## src/rtl/btb_predictor.sv

```systemverilog
// Branch target buffer with a direct-mapped table indexed by the low PC bits.
//
// Lookup is combinational: pc selects an entry, and a valid entry with a
// matching tag gives a hit. A hit that predicts taken redirects to the
// stored target. Otherwise the prediction is pc+1.
// The resolve stage updates the table through upd_*. inv_all, or reset,
// starts a one-entry-per-cycle sweep that clears every valid bit. ready is
// low until that sweep has finished.
//
// Parameters:
//   WORD_SIZE  width of the PC and target
//   IDX_BITS   index width; the table holds 2**IDX_BITS entries
//
// Ports:
//   clk, reset_n         clock and synchronous active-low reset
//   pc                   fetch PC to look up
//   pred_target          predicted next PC
//   pred_taken           prediction is a redirect
//   hit                  a valid entry with a matching tag exists
//   ready                the sweep is done and the table is usable
//   upd_valid/upd_pc/upd_taken/upd_uncond/upd_target
//                        resolved control-flow update
//   inv_all              invalidate the whole table
//
// Build option:
//   BTB_PRED_COUNTER_EN  when defined, each entry stores a 2-bit saturating
//                        counter and its MSB gives the direction. When not
//                        defined, a hit always predicts taken and a
//                        not-taken update that hits invalidates the entry.

module btb_predictor #(
  parameter int unsigned WORD_SIZE = 16,
  parameter int unsigned IDX_BITS  = 6
) (
  input  logic                 clk,
  input  logic                 reset_n,
  input  logic [WORD_SIZE-1:0] pc,
  output logic [WORD_SIZE-1:0] pred_target,
  output logic                 pred_taken,
  output logic                 hit,
  output logic                 ready,
  input  logic                 upd_valid,
  input  logic [WORD_SIZE-1:0] upd_pc,
  input  logic                 upd_taken,
  input  logic                 upd_uncond,
  input  logic [WORD_SIZE-1:0] upd_target,
  input  logic                 inv_all
);

  localparam int unsigned Entries = 1 << IDX_BITS;
  localparam int unsigned TagW    = WORD_SIZE - IDX_BITS;

  typedef enum logic {StInit, StReady} state_e;

  state_e              state_q, state_d;
  logic [IDX_BITS-1:0] sweep_idx_q, sweep_idx_d;

  logic                 valid_q  [Entries];
  logic [TagW-1:0]      tag_q    [Entries];
  logic [WORD_SIZE-1:0] target_q [Entries];
`ifdef BTB_PRED_COUNTER_EN
  logic [1:0]           ctr_q    [Entries];
  logic [1:0]           ctr_wr;
`endif

  // Sweep FSM
  always_ff @(posedge clk) begin
    if (!reset_n) begin
      state_q     <= StInit;
      sweep_idx_q <= '0;
    end else begin
      state_q     <= state_d;
      sweep_idx_q <= sweep_idx_d;
    end
  end

  always_comb begin
    state_d     = state_q;
    sweep_idx_d = sweep_idx_q;
    unique case (state_q)
      StInit: begin
        if (inv_all) begin
          sweep_idx_d = '0;
        end else if (&sweep_idx_q) begin
          state_d     = StReady;
          sweep_idx_d = '0;
        end else begin
          sweep_idx_d = sweep_idx_q + 1'b1;
        end
      end
      StReady: begin
        if (inv_all) begin
          state_d     = StInit;
          sweep_idx_d = '0;
        end
      end
      default: begin
        state_d     = StInit;
        sweep_idx_d = '0;
      end
    endcase
  end

  assign ready = (state_q == StReady);

  // Lookup
  logic [IDX_BITS-1:0] lk_idx;
  logic [TagW-1:0]     lk_tag;

  assign lk_idx = pc[IDX_BITS-1:0];
  assign lk_tag = pc[WORD_SIZE-1:IDX_BITS];
  assign hit    = ready & valid_q[lk_idx] & (tag_q[lk_idx] == lk_tag);

`ifdef BTB_PRED_COUNTER_EN
  assign pred_taken = hit & ctr_q[lk_idx][1];
`else
  assign pred_taken = hit;
`endif

  assign pred_target = pred_taken ? target_q[lk_idx] : pc + WORD_SIZE'(1);

  // Update decode
  logic [IDX_BITS-1:0] upd_idx;
  logic [TagW-1:0]     upd_tag;
  logic                upd_en, upd_hit, taken_eff;
  logic                alloc, retarget, nt_hit;

  assign upd_idx   = upd_pc[IDX_BITS-1:0];
  assign upd_tag   = upd_pc[WORD_SIZE-1:IDX_BITS];
  // reset_n gating keeps an update from landing while the FSM is being reset
  assign upd_en    = reset_n & upd_valid & ready & ~inv_all;
  assign upd_hit   = valid_q[upd_idx] & (tag_q[upd_idx] == upd_tag);
  // Unconditional jumps always count as taken.
  assign taken_eff = upd_taken | upd_uncond;

  always_comb begin
    alloc    = 1'b0;
    retarget = 1'b0;
    nt_hit   = 1'b0;
    if (upd_en) begin
      if (!upd_hit)      alloc    = taken_eff;
      else if (taken_eff) retarget = 1'b1;
      else               nt_hit   = 1'b1;
    end
  end

`ifdef BTB_PRED_COUNTER_EN
  always_comb begin
    ctr_wr = ctr_q[upd_idx];
    if (alloc) begin
      ctr_wr = upd_uncond ? 2'b11 : 2'b10;
    end else if (retarget) begin
      if (upd_uncond || ctr_q[upd_idx] == 2'b11) ctr_wr = 2'b11;
      else                                        ctr_wr = ctr_q[upd_idx] + 2'b01;
    end else if (nt_hit) begin
      if (ctr_q[upd_idx] != 2'b00) ctr_wr = ctr_q[upd_idx] - 2'b01;
    end
  end
`endif

  // Table storage. Only the valid bits are cleared, and the sweep clears them,
  // so the payload needs no reset. The sweep and updates never happen in the
  // same cycle, because updates are accepted only in StReady.
  always_ff @(posedge clk) begin
    if (state_q == StInit) begin
      valid_q[sweep_idx_q] <= 1'b0;
    end else if (alloc) begin
      valid_q[upd_idx]  <= 1'b1;
      tag_q[upd_idx]    <= upd_tag;
      target_q[upd_idx] <= upd_target;
    end else if (retarget) begin
      target_q[upd_idx] <= upd_target;
    end
`ifndef BTB_PRED_COUNTER_EN
    else if (nt_hit) begin
      valid_q[upd_idx] <= 1'b0;
    end
`endif
  end

`ifdef BTB_PRED_COUNTER_EN
  always_ff @(posedge clk) begin
    if (alloc || retarget || nt_hit) begin
      ctr_q[upd_idx] <= ctr_wr;
    end
  end
`endif

endmodule
```

## config.mk

```make
export PLATFORM = sky130hd
export DESIGN_NAME = btb_predictor
export DESIGN_NICKNAME = d
export VERILOG_FILES = /design/src/rtl/btb_predictor.sv
export SDC_FILE = /design/constraint.sdc
export NUM_CORES = 2
export LEC_CHECK = 0
export CELL_PAD_IN_SITES_DETAIL_PLACEMENT = 1
export CELL_PAD_IN_SITES_GLOBAL_PLACEMENT = 2
export CORE_UTILIZATION = 51
export DETAILED_ROUTE_END_ITERATION = 10
export GPL_ROUTABILITY_DRIVEN = 0
export PLACE_DENSITY_LB_ADDON = 0.1
export RECOVER_POWER = 25
export SKIP_LAST_GASP = 1
export SYNTH_ARGS = -nofsm -noshare
export SYNTH_HDL_FRONTEND = slang
export SYNTH_SLANG_ARGS = --single-unit
```

## constraint.sdc

```tcl
create_clock -name clk -period 5.1 [get_ports clk]
set_input_delay 0.51 -clock clk [delete_from_list [all_inputs] [get_ports clk]]
set_output_delay 0.51 -clock clk [all_outputs]
set_load 0.01 [all_outputs]
```

==> flow_summary.json <==
{
  "final_cells": 5861,
  "ir_drop_mv": 0.2978,
  "routed_wl_um": 223600,
  "cts_max_level": 4,
  "ys_types": 69,
  "powerDensity_mw_per_mm2": 359.7,
  "clock_latency_ns": 0.81,
  "grt_overflow": 0,
  "layout-drive-gt1-share": 0.3547,
  "fmax_mhz": 197.9,
  "hpwlAfterDp_um": 144100,
  "rows": 138,
  "failed_checks": "max-capacitance violations, max-slew violations",
  "rsz0062_at_grt": "yes",
  "dieArea_mm2": 0.1455,
  "grt_pass1_wl_um": 315100,
  "syn_area_mm2": 0.07342,
  "cts_sinks": 1735,
  "layout.nets": 3881,
  "skew_ns": 0.02979,
  "drc": 0,
  "grt_max_degree": 99,
  "synth_area_per_cell_um2": 21.33,
  "syn_nets": 3499,
  "synth_seq_area_share": 0.7086,
  "io_pins": 73,
  "drtIter0Drc": 4728,
  "final_hold_viol_count": 0,
  "start_util": 0.5161,
  "arrival_ns": 4.54,
  "track_usage": 0.3112,
  "leakagePower_nw": 26.72,
  "synth_top_area_cell": "edfxtp_1",
  "total_power_w": 0.03068,
  "postPlaceCellArea_mm2": 0.07941,
  "slew_violations": 1109,
  "clock_path_buffers": 3,
  "fin_area_mm2": 0.08530,
  "async_flop_share": 0,
  "design.core.area_mm2": 0.1423,
  "first_pass_iters": 5,
  "vias_per_cell": 6.752,
  "dp_slack_ns": -0.3295,
  "worstPathMaxFanout": 19,
  "post-place-cells": 5529,
  "netlist_instances": 3443,
  "worst_slack_ns": 0.04746,
  "hp-class": "in -> reg",
  "numCtsBuffers": 181,
  "cts_tree": "yes",
  "fin_crit_ns": 5.053,
  "yosys_warnings": 0,
  "critPathLaunchType": "primary input",
  "vias": 39570,
  "layout_common_cells": "edfxtp_1, mux4_2, buf_4",
  "area_growth_pct": 16.17,
  "die_w_um": 381.4,
  "port_buffers": 72,
  "min_period_over_period": 0.9907,
  "synth_top_cells_by_area": "edfxtp_1, mux4_2, nor2_1, mux2i_1, clkbuf_1",
  "die_h_um": 381.4,
  "grt_pass1_vias": 41080,
  "status": "complete, but fails checks",
  "setup_violations": 0,
  "max_slew_margin": -1.151,
  "max_cap_violations": 18,
  "worst_slew_pin_slew_ns": 3.226,
  "synth-main-ff-cell": "edfxtp_1",
  "wl_per_cell_um": 38.15,
  "critPathKind": "in -> out",
  "synth-edff-count": 1728,
  "setup_tns_ns": 0,
  "final_common_cell": "edfxtp_1",
  "postRouteAntennaNets": 0,
  "cts_root_buf": "clkbuf_16",
  "clkTransAtPathRegs_ns": 0.06,
  "worstSetupEndpointType": "primary output",
  "required_ns": 4.59,
  "hold_buffers": 0,
  "antenna_found_initial": 7,
  "yosys_register_bits": 1735,
  "synthDominantCellAreaShare": 0.7067
}
## synth_stat cells (all sizes together) (9+ instances only)
cell type / n
a21oi: 37
a221oi: 38
a22oi: 20
a31oi: 10
and3: 9
buf: 116
clkbuf: 120
edfxtp: 1728
inv: 11
mux2: 11
mux2i: 73
mux4: 682
nand2: 56
nand3: 41
nand3b: 23
nor2: 221
nor3: 15
o21ai: 26
o22ai: 29
or3b: 15
xnor2: 19
xor2: 12
## critical path: stages
cell	delay, ns
buf_12	0.20
buf_16	0.23
buf_12	0.21
mux4_2	0.58
mux4_2	0.51
mux4_2	0.46
nand2_1	0.21
nand4b_1	0.22
nor3_4	0.07
buf_12	0.14
bufbuf_16	0.28
o21ai_1	0.19
clkdlybuf4s50_1	0.57
## where the power goes
| part | total [W] | switching (W) | internal [W] |
|---|---|---|---|
| clock network | 0.0130 | 0.00559 | 0.00736 |
| registers | 0.0157 | 0.00000275 | 0.0157 |
| logic | 0.00203 | 0.00122 | 0.000816 |
| total | 0.0307 | 0.00681 | 0.0239 |
## layout make-up
| class | instances | area [µm²] |
|---|---|---|
| Fill cell | 11800 | 56980 |
| Clock inverter | 107 | 1116 |
| Sequential cell | 1735 | 52030 |
| Multi-Input combinational cell | 1461 | 20550 |
| Inverter | 11 | 41.29 |
| Timing Repair Buffer | 435 | 4496 |
| Tap cell | 1890 | 2365 |
| Antenna cell | 2 | 5.005 |
| Clock buffer | 220 | 4697 |
## cell families (layout without fill, tap and decap cells)
logic type                 count (synthesis)  count (layout)  share of synthesized area
AOI/OAI and AO/OA                        225             225                    0.02260
xor gates and xnor gates                  31              31                   0.003953
adders and majority gates                  2               2                  0.0003408
buffers and inverters                    247             773                    0.01431
DFF                                     1735            1735                     0.7086
muxes                                    766             766                     0.2216
other                                      0               2                          0
and+or+nand+nor                          437             437                    0.02861
## per-stage QoR
step	util	hold slack (ns)
after floorplan	-	0.5616
after global placement	0.5581	0.6134
after detailed placement	0.5581	0.6354
after CTS	0.5997	0.1914
after global routing	0.5995	0.4966
final	0.5995	0.4410
## path summary, 6_finish.rpt
path                                startpoint        endpoint  slack (ns)  cells after the start
worst max register to register    tag_q[63][5]      valid_q[1]        0.54                     16
worst min-delay path                   inv_all  sweep_idx_q[3]        0.44                      4
worst min register to register  sweep_idx_q[1]  sweep_idx_q[1]        0.66                      2
worst max-delay path                     pc[0]  pred_target[8]        0.05                     13
## layer usage
metal	vias to the layer above	GRT usage	routed length, µm
met5	-	0	27
met4	4	0.1340	10440
met3	407	0.05629	17240
met2	2033	0.5103	111400
met1	21560	0.4121	84470
li1	15570	-	-
## flip-flops by register name (all words and copies together), names as in the netlist
register	count
sweep_idx_q	6
ready	1
target_q	1024
tag_q	640
valid_q	64
## repair_timing
| action | 4_1_cts | 5_1_grt |
|---|---|---|
| pin swaps | 1 | 1 |
| cloned | 1 | 0 |
| setup endpoints to repair | 18 | 13 |
| setup buffers | 2 | 0 |
| resized for setup | 10 | 12 |
(Power assumes the default switching activity.)
